<file path="config.mk">
export PLATFORM = sky130hd
export DESIGN_NAME = mem_bus_arbiter
export DESIGN_NICKNAME = d
export VERILOG_FILES = /design/src/rtl/mem_bus_arbiter.sv
export SDC_FILE = /design/constraint.sdc
export NUM_CORES = 1
export LEC_CHECK = 0
export BUFFER_PORTS_ARGS = -buffer_cell sky130_fd_sc_hd__clkbuf_2
export CORE_AREA = 2 2 208 210
export CTS_CLUSTER_DIAMETER = 150
export CTS_CLUSTER_SIZE = 25
export DETAILED_ROUTE_END_ITERATION = 8
export DIE_AREA = 0 0 210 212
export SLEW_MARGIN = 25
export SYNTH_ARGS = -nofsm -noshare
export SYNTH_HDL_FRONTEND = slang
export SYNTH_SLANG_ARGS = --single-unit
</file>
<file path="constraint.sdc">
create_clock -name clock -period 5.35 [get_ports clock]
set_input_delay 0.2675 -clock clock [delete_from_list [all_inputs] [get_ports clock]]
set_output_delay 0.2675 -clock clock [all_outputs]
set_load 0.005 [all_outputs]
</file>
<file path="src/rtl/mem_bus_arbiter.sv">
// mem_bus_arbiter: shares one tagged memory port between the data-side
// requester (port 0) and the instruction fetch requester (port 1).
// Requests are granted and forwarded combinationally. Load tags are
// recorded in an owner table, and returning data is routed to the owning
// port by tag.
module mem_bus_arbiter #(
    parameter int XLEN         = 32,
    parameter int NUM_TAGS     = 15,
    parameter int STARVE_LIMIT = 4
) (
    input  logic            clock,
    input  logic            reset,
    input  logic [1:0]      req0_command,
    input  logic [XLEN-1:0] req0_addr,
    input  logic [63:0]     req0_data,
    input  logic [1:0]      req0_size,
    input  logic [1:0]      req1_command,
    input  logic [XLEN-1:0] req1_addr,
    input  logic [63:0]     req1_data,
    input  logic [1:0]      req1_size,
    input  logic [3:0]      mem2proc_response,
    input  logic [63:0]     mem2proc_data,
    input  logic [3:0]      mem2proc_tag,
    output logic [1:0]      proc2mem_command,
    output logic [XLEN-1:0] proc2mem_addr,
    output logic [63:0]     proc2mem_data,
    output logic [1:0]      proc2mem_size,
    output logic [3:0]      resp0,
    output logic [3:0]      resp1,
    output logic [63:0]     data0,
    output logic [3:0]      tag0,
    output logic [63:0]     data1,
    output logic [3:0]      tag1,
    output logic [3:0]      pending0,
    output logic [3:0]      pending1,
    output logic            tag_err
);

    localparam logic [1:0] BUS_NONE = 2'd0;
    localparam logic [1:0] BUS_LOAD = 2'd1;

    // Tag 0 means "none"; tags above NUM_TAGS have no table entry.
    function automatic logic tag_ok(input logic [3:0] t);
        return (t != 4'd0) && ({28'd0, t} <= 32'(NUM_TAGS));
    endfunction

    logic [2:0]          starve_q, starve_d;
    logic [NUM_TAGS:0]   valid_q, valid_d;
    logic [NUM_TAGS:0]   owner_q, owner_d;
    logic [3:0]          pending0_q, pending0_d;
    logic [3:0]          pending1_q, pending1_d;
    logic                tag_err_q, tag_err_d;

    logic req0_s, req1_s, grant0_s, grant1_s;
    logic hit_s, hit_owner_s, unowned_s;
    logic alloc_s;
    logic inc0_s, dec0_s, inc1_s, dec1_s;

    // Grant selection: port 0 by default, port 1 once it has starved.
    always_comb begin
        req0_s   = (req0_command != BUS_NONE);
        req1_s   = (req1_command != BUS_NONE);
        grant0_s = 1'b0;
        grant1_s = 1'b0;
        if (reset) begin
            grant0_s = 1'b0;
            grant1_s = 1'b0;
        end else if (req1_s && (!req0_s || ({29'd0, starve_q} >= 32'(STARVE_LIMIT)))) begin
            grant1_s = 1'b1;
        end else begin
            grant0_s = req0_s;
        end
    end

    // Forward the granted request and steer the acceptance back to it.
    always_comb begin
        proc2mem_command = BUS_NONE;
        proc2mem_addr    = '0;
        proc2mem_data    = 64'd0;
        proc2mem_size    = 2'd0;
        resp0            = 4'd0;
        resp1            = 4'd0;
        if (grant1_s) begin
            proc2mem_command = req1_command;
            proc2mem_addr    = req1_addr;
            proc2mem_data    = req1_data;
            proc2mem_size    = req1_size;
            resp1            = mem2proc_response;
        end else if (grant0_s) begin
            proc2mem_command = req0_command;
            proc2mem_addr    = req0_addr;
            proc2mem_data    = req0_data;
            proc2mem_size    = req0_size;
            resp0            = mem2proc_response;
        end else begin
            proc2mem_command = BUS_NONE;
        end
    end

    // Return routing: look up the pre-edge owner of the returning tag.
    always_comb begin
        hit_s       = 1'b0;
        hit_owner_s = 1'b0;
        unowned_s   = 1'b0;
        tag0        = 4'd0;
        tag1        = 4'd0;
        data0       = 64'd0;
        data1       = 64'd0;
        if (!reset && (mem2proc_tag != 4'd0)) begin
            if (tag_ok(mem2proc_tag) && valid_q[mem2proc_tag]) begin
                hit_s       = 1'b1;
                hit_owner_s = owner_q[mem2proc_tag];
                data0       = mem2proc_data;
                data1       = mem2proc_data;
                if (owner_q[mem2proc_tag]) begin
                    tag1 = mem2proc_tag;
                end else begin
                    tag0 = mem2proc_tag;
                end
            end else begin
                unowned_s = 1'b1;
            end
        end else begin
            hit_s = 1'b0;
        end
    end

    // Next state of the owner table, pending counts, starvation and error flag.
    always_comb begin
        alloc_s    = (grant0_s || grant1_s) && (proc2mem_command == BUS_LOAD) &&
                     tag_ok(mem2proc_response);
        valid_d    = valid_q;
        owner_d    = owner_q;
        // A free and an allocation of the same tag resolve to the allocation.
        if (hit_s) begin
            valid_d[mem2proc_tag] = 1'b0;
        end else begin
            valid_d = valid_q;
        end
        if (alloc_s) begin
            valid_d[mem2proc_response] = 1'b1;
            owner_d[mem2proc_response] = grant1_s;
        end else begin
            owner_d = owner_d;
        end

        inc0_s = alloc_s && grant0_s;
        inc1_s = alloc_s && grant1_s;
        dec0_s = hit_s && !hit_owner_s;
        dec1_s = hit_s && hit_owner_s;

        case ({inc0_s, dec0_s})
            2'b10:   pending0_d = pending0_q + 4'd1;
            2'b01:   pending0_d = pending0_q - 4'd1;
            default: pending0_d = pending0_q;
        endcase
        case ({inc1_s, dec1_s})
            2'b10:   pending1_d = pending1_q + 4'd1;
            2'b01:   pending1_d = pending1_q - 4'd1;
            default: pending1_d = pending1_q;
        endcase

        // Starvation: count denied cycles; a rejected grant neither counts nor clears.
        if (!req1_s) begin
            starve_d = 3'd0;
        end else if (!grant1_s) begin
            starve_d = (starve_q == 3'd7) ? 3'd7 : starve_q + 3'd1;
        end else if (mem2proc_response != 4'd0) begin
            starve_d = 3'd0;
        end else begin
            starve_d = starve_q;
        end

        tag_err_d = tag_err_q | unowned_s;
    end

    // State registers with synchronous reset.
    always_ff @(posedge clock) begin
        if (reset) begin
            starve_q   <= 3'd0;
            valid_q    <= '0;
            owner_q    <= '0;
            pending0_q <= 4'd0;
            pending1_q <= 4'd0;
            tag_err_q  <= 1'b0;
        end else begin
            starve_q   <= starve_d;
            valid_q    <= valid_d;
            owner_q    <= owner_d;
            pending0_q <= pending0_d;
            pending1_q <= pending1_d;
            tag_err_q  <= tag_err_d;
        end
    end

    assign pending0 = pending0_q;
    assign pending1 = pending1_q;
    assign tag_err  = tag_err_q;

endmodule

</file>
==> key figures, run 1 <==
STA
  – Hold_ws: 0.408 ns
  – RSZ-0062 raised after global routing: false
  – Slew @ Worst Pin: 1.02 ns
  – Minimum clock period: 3.29 ns
  – Fin Setup TNS: 0 ns
  – Max Clock Freq: between 0.3 and 0.4 GHz
  – Final Skew: 0.00235 ns
  – Final setup fails: 0
  – Final period util: 0.614
  – Final Hold Fails: 0
  – Max-slew violation count: 0
  – Max-slew headroom: 0.318

Routing
  – Detail Route Antenna Nets: 0
  – Met2 wire length: 17200 um
  – Top routing layer in use: met5
  – Drc violations: 0
  – Via density: 3.90
  – Vias: 5948
  – WL/cell: 19.7 um
  – Met3 wire length: 1380 um
  – Post-Route WL: 30000 um
  – DRT iter0 DRCs: 107
  – Pre-antenna DRT Iters: 4
  – M1 WL: 10100 um

Setup path
  – CP arrival: between 3 and 4 ns
  – Critical path class: in2reg
  – Crit end category: flop
  – Delay-heaviest family, CP: simple AND/OR/NAND/NOR gates
  – Register-to-Register Setup Slack: around 2.2 ns
  – Worst-path maximum fanout: 72
  – Slowest-stage cell, CP: buf_4
  – Bufs and invs on worst path: 2
  – Most frequent CP cell: a21oi_1
  – Reg2reg end: pending0[2]
  – Worst Path Required: around 5.6 ns
  – Worst R2R Path Depth: 11
  – Worst r2r src: starve_q[2]
  – Max incr delay on CP: between 0.4 and 0.5 ns
  – CP cell instances: clkbuf_2, mux2i_1, a221oi_2, nand3_2, o22ai_4, buf_4, and2_1, ha_1, nor4bb_1, a21oi_1, o22a_1, or3_1, a21oi_1
  – CP Launch Type: primary input

Power and ir drop
  – Worst vdd ir: 111 uV
  – Pwr Total: 0.00111 W
  – Leak: 3.90 nW
  – Seq pwr share: 0.304
  – Switching pwr: 0.000348 W
  – Internal: 0.000767 W
  – Power per cell area: 154 nW/um^2
  – Switching Share: 0.312
  – Clk pwr share: 0.317
  – Comb power frac: 0.379

Placed design
  – I/O Buffers: 526
  – Dpl cell area: 7030 sq um
  – HPWL Detailed: 27000 um
  – RePlAce Congestion: 0.901

Synth
  – Prevailing post-synth register cell: dfxtp_1
  – Syn_area_per_cell: just over 8 sq um
  – Synthesized instance count: 537
  – Largest area contributor in the netlist: dfxtp_1
  – Ys Warns: 0
  – Mux contribution to synthesized area: 0.0829
  – Area contributors post-synth: dfxtp_1 (20%), a22o_1 (20%), buf_4 (11%)
  – Syn nets: 818
  – Most frequent cells after synthesis: a22o_1 (98), and2_1 (71), buf_4 (65)
  – Top-count cell post-synth: a22o_1
  – Sequential fraction of the synthesis area: 0.203
  – Compound-Gate Fraction of Synth Area: 0.295
  – Yosys reg bits: 44
  – Synth top area share: 0.203
  – Simple-gate share of the synthesized area: 0.226
  – Xor/xnor cell area share of the yosys netlist: 0.0121
  – Ys async rst share: 0
  – Synthesized area: 4340 sq um
  – Main combinational cell family by area after synthesis: compound AO/OA/AOI/OAI gates
  – Number of synthesized flops with an enable pin: 0
  – Post-Synth Adder-Cell Area: 0.0202
  – Unique masters post-synth: between 40 and 50

Clocking
  – Num CTS Buffers: 5
  – CTS tree: built
  – Worst-Skew Late Latency: 0.29 ns
  – Cts repair resizes: 0
  – CTS H-Tree Depth: 2
  – Hold Buf Count CTS: 0
  – Clock sinks: 44
  – Clock Path Buffers: 2
  – Post-CTS setup buffer count: 0
  – Clock transition at the registers of the reported paths: 0.06 ns
  – CTS root buffer: clkbuf_16

Die
  – Area of the core: 42500 sq um
  – Die width: between 200 and 250 um
  – Ports: approximately 530
  – Die area: ~45000 sq um
  – Die height: 212 um
  – Starting Density: 0.102
  – Num rows: between 70 and 80

Layout
  – Layout area overhead: 67.0%
  – Final-stage net count: 1249
  – Fraction of layout cells with a size suffix above 1: 0.573
  – Final Instance Area: 7250 sq um

GRT
  – GRT Total Usage: 0.126
  – Overflow after GRT: 0
  – Initial antenna violation count: 24
  – Number of global-route vias before repair: 5553
  – First-pass GRT wire length: 39300 um
  – Largest net degree at the start of global routing: 102

Min path
  – Hold Crit Start: mem2proc_tag[2]
  – Hold Path Stages: 3
  – Worst Hold Class: in2reg
  – WHS Endpoint: valid_q[9]

Flow run
  – Max Cap Viol: 0

Status
  – Status: finished, final reports clean
-- state kept, by name, summed over array words and instances (netlist names) --
register and flops:
starve_q 3, valid_q 16, owner_q 16, tag_err 1, pending1 4, pending0 4
-- layer usage --
| layer | GRT usage | up-vias |
|---|---|---|
| li1 | - | 2752 |
| met4 | 0.0724 | 2 |
| met1 | 0.112 | 2744 |
| met3 | 0.0155 | 68 |
| met2 | 0.266 | 382 |
| met5 | 0 | - |
-- cell families (layout without fill, tap and decap cells) --
family | count (synthesis) | count (layout)
AO/OA/AOI/OAI | 164 | 164
XOR/XNOR | 6 | 6
adder cells (fa/ha/maj) | 7 | 7
buffers and inverters | 113 | 545
flip-flops | 44 | 44
multiplexers | 31 | 31
other | 0 | 10
AND/OR/NAND/NOR | 172 | 172
-- area by class of cell --
cell class,instances,area [sq um]
clock buffer,5,125
clock inverter,3,47.5
inverter,6,22.5
multi-input combinational,380,2780
sequential,44,881
tap,546,683
antenna,10,25.0
timing repair buffer,531,2690
fill,4806,35300
-- power groups by stage --
stage | Combinational, W | Clock, W | Sequential (W)
after floorplan | 0.000200 | 0 | 0.000345
after global placement | 0.000419 | 0 | 0.000346
after detailed placement | 0.000422 | 0 | 0.000346
after CTS | 0.000425 | 0.000362 | 0.000339
after global routing | 0.000457 | 0.000375 | 0.000340
final | 0.000422 | 0.000354 | 0.000339
-- placed cells by master, fill, tap and decap left out, types with 4 or more instances in the layout --
cell type	count
dfxtp_1	44
ha_1	7
nor3_1	5
o21ai_0	20
a21oi_1	27
or2_2	4
xor2_1	6
nand2_1	14
clkbuf_16	5
a22o_1	98
and3_1	6
mux2i_1	27
buf_4	4
nand3_1	15
clkbuf_2	526
nor2_1	19
mux4_2	4
nand2b_1	19
nor2b_1	6
diode_2	10
and2_1	71
inv_1	6
-- stage by stage --
stage                     setup slack (ns)   util  cells
after global placement                1.88  0.165   1506
after detailed placement              1.77  0.165   1506
after CTS                             2.07  0.169   1514
final                                 2.06  0.171   1525
after floorplan                       2.59      -    537
after global routing                  1.74  0.171   1525
-- worst reg2reg max path: stages, from the launching register on --
cell and delay [ns]:
dfxtp_1 0.47, nand2_1 0.11, or2_2 0.33, a21oi_1 0.64, nand3_1 0.24, ha_1 0.31
xor2_1 0.17, ha_1 0.18, a21oi_1 0.14, xor2_1 0.10, or3_1 0.32, a21oi_1 0.14
-- worst max path at each step --
stage / depth (start not counted) / start / slack, ns / to
2_1_floorplan: 13 / mem2proc_tag[0] / 2.59 / pending0[3]
3_3_place_gp: 13 / mem2proc_tag[0] / 1.88 / pending0[3]
3_5_place_dp: 13 / mem2proc_tag[0] / 1.77 / pending0[3]
4_1_cts: 13 / mem2proc_tag[0] / 2.07 / pending0[3]
5_1_grt: 14 / mem2proc_tag[0] / 1.74 / pending1[2]
6_report: 13 / mem2proc_tag[0] / 2.06 / pending0[3]
Note: power is estimated with default switching activity, not from simulation.
==> run 2, diff against run 1 <==
Settings changed: ABC_AREA set to 1, CORE_AREA 2 2 208 210 to 2 2 204 206, DIE_AREA 0 0 210 212 to 0 0 206 208.
Clock period 5.35 ns to 2.65 ns, I/O delays scaled along.
==> run 2 against run 1 <==
- core utilization increased by 1.3 points
- largest power group unchanged
- wire length increased by 8.3%
- first-iteration DRC count increased to 2.7 times the previous value
- clock power increased by 110%
- non-clock buffer count increased by 10
- die area decreased by 3.8%
- design area increased by 2.7%
- critical path depth decreased by 6
- cell count increased by 12%
==> key figures, run 2 <==
Layout
  – Fillers: around 4700
  – Fraction of layout cells with a size suffix above 1: 0.485
  – Layout area overhead: 63.6%
  – Final std cells w/o fill: 1713
  – Largest regs: owner_q (16), valid_q (16)
  – Final-stage net count: approximately 1500
  – Final core occ: 0.184
  – Most frequent cells in the layout: clkbuf_2 (526), nor2_1 (138), nand2_1 (116)
  – Most common cell after layout, fill and taps aside: clkbuf_2

Routing
  – Drc violations: 0
  – Vias: 6743
  – Pre-antenna DRT Iters: 4
  – DRT iter0 DRCs: 290
  – Detail Route Antenna Nets: 0
  – Post-Route WL: approximately 33000 um
  – WL/cell: between 15 and 20 um
  – Via density: 3.94

Synth
  – Sequential fraction of the synthesis area: 0.194
  – Top-count cell post-synth: nor2_1
  – Area contributors post-synth: dfxtp_1 (19%), a22o_1 (19%), nor2_1 (11%)
  – Synthesized area: 4550 sq um
  – Synth top area share: 0.194
  – Prevailing post-synth register cell: dfxtp_1
  – Syn nets: about 1000
  – Largest area contributor in the netlist: dfxtp_1
  – Unique masters post-synth: 32
  – Yosys reg bits: 44
  – Number of synthesized flops with an enable pin: 0
  – Synthesized instance count: 732
  – Syn_area_per_cell: slightly above 6 sq um
  – Ys Warns: 0
  – Ys async rst share: 0
  – Most frequent cells after synthesis: nor2_1 (138), nand2_1 (116), a22o_1 (98)

Placed design
  – RePlAce Congestion: 0.930
  – Post-Place Setup Slack: 0.0456 ns
  – Placed Cells: 1698
  – HPWL Detailed: 29400 um
  – I/O Buffers: 526

Die
  – Ports: 527
  – Die width: 206 um
  – Num rows: 74
  – Die area: 42800 sq um
  – Die height: 208 um
  – Starting Density: 0.112
  – Area of the core: 40600 sq um

Power and ir drop
  – Power per cell area: 289 nW/um^2
  – Worst vdd ir: 310 uV
  – Leak: about 4.4 nW

STA
  – Final setup fails: 0
  – Final Hold Fails: 0
  – Max-slew violation count: 0
  – Minimum clock period: roughly 2.5 ns
  – RSZ-0062 raised after global routing: false
  – Max-slew headroom: 0.346
  – Setup ws final: 0.194 ns
  – Max Clock Freq: around 0.4 GHz
  – Slew @ Worst Pin: 0.982 ns
  – Final period util: 0.927
  – Fin Setup TNS: 0 ns
  – Final Skew: 0.0103 ns

GRT
  – Largest net degree at the start of global routing: 99
  – Overflow after GRT: 0
  – Initial antenna violation count: 24
  – GRT Total Usage: 0.143
  – First-pass GRT wire length: around 43000 um
  – Number of global-route vias before repair: roughly 6300

Min path
  – Hold Path Stages: 3
  – Hold Crit Start: req1_command[0]
  – Worst Hold Class: in2reg

Setup path
  – CP Launch Type: flop
  – Register-to-Register Setup Slack: 0.33 ns
  – Worst Path Required: between 2 and 3 ns
  – Worst r2r src: starve_q[2]
  – Crit end category: primary output
  – Critical path class: reg2out
  – Worst R2R Path Depth: 14
  – CP arrival: between 2 and 2.5 ns
  – Worst setup startpoint: starve_q[2]
  – Worst-path maximum fanout: 56

Clocking
  – Clock Path Buffers: 2
  – Clock sinks: 44
  – Clock transition at the registers of the reported paths: 0.06 ns
  – Post-CTS setup buffer count: 0
  – CTS H-Tree Depth: 2
  – Num CTS Buffers: 5
  – Cts repair resizes: 0
  – CTS root buffer: clkbuf_16
  – Hold Buf Count CTS: 0
  – Worst-Skew Late Latency: 0.29 ns
  – CTS tree: built

Status
  – Status: finished, final reports clean

Flow run
  – Max Cap Viol: 0
run 2: cell count changes after synthesis, sizes merged, moves of 16 or more:
cell	delta
nor2	+122
nand2	+107
inv	+97
and2	-71
mux2i	-27
nand2b	-19
nand3	+18
a21oi	+16
run 2: where the power goes:
group | switching [W] | leakage, nW | internal, W
Clock | 0.000282 | 0.0805 | 0.000449
Combinational | 0.000389 | 3.93 | 0.000353
Sequential | 0.00000927 | 0.355 | 0.000671
run 2: worst max-delay path, stage by stage (launching register included):
cell      delay, ns
dfxtp_1        0.34
o21ai_1        0.10
nand2_2        0.13
clkinv_2       0.11
buf_4          0.38
buf_4          0.54
a22o_1         0.27
clkbuf_2       0.13
run 2: cell type report:
class | count | area (sq um) | area share
inverter | 104 | 393 | 0.0528
antenna | 7 | 17.5 | 0.00235
timing repair buffer | 541 | 2750 | 0.369
clock buffer | 5 | 125 | 0.0168
multi-input combinational | 477 | 2570 | 0.345
clock inverter | 3 | 46.3 | 0.00622
tap | 532 | 666 | 0.0894
sequential | 44 | 881 | 0.118
run 2: per-layer routing:
layer / track usage / vias up / share of wire
li1: - / 3207 / -
met1: 0.142 / 3067 / 0.35
met2: 0.299 / 400 / 0.56
met3: 0.0255 / 57 / 0.067
met4: 0.0288 / 12 / 0.023
met5: 0 / - / 0.0022
run 2: worst paths after layout:
path / to
hold / removal: starve_q[1]
hold reg to reg: valid_q[0]
setup / recovery: proc2mem_data[36]
setup reg to reg: pending0[2]
run 2: per-stage QoR:
step | total power (W) | hold slack [ns] | area [sq um]
finish | 0.00215 | 0.244 | 7450
global route | 0.00227 | 0.258 | 7440
CTS | 0.00218 | 0.252 | 7430
detailed placement | 0.00144 | 0.415 | 7260
global placement | 0.00144 | 0.414 | 7260
floorplan | 0.00101 | 0.334 | 4550
run 2: cell families (layout without fill, tap and decap cells):
| family | after synthesis | count (layout) | synth area share |
|---|---|---|---|
| flip-flops | 44 | 44 | 0.194 |
| AO/OA/AOI/OAI | 162 | 162 | 0.264 |
| other | 0 | 7 | 0 |
| buffers and inverters | 211 | 653 | 0.241 |
| AND/OR/NAND/NOR | 304 | 304 | 0.274 |
| XOR/XNOR | 4 | 4 | 0.00770 |
| adder cells (fa/ha/maj) | 7 | 7 | 0.0192 |
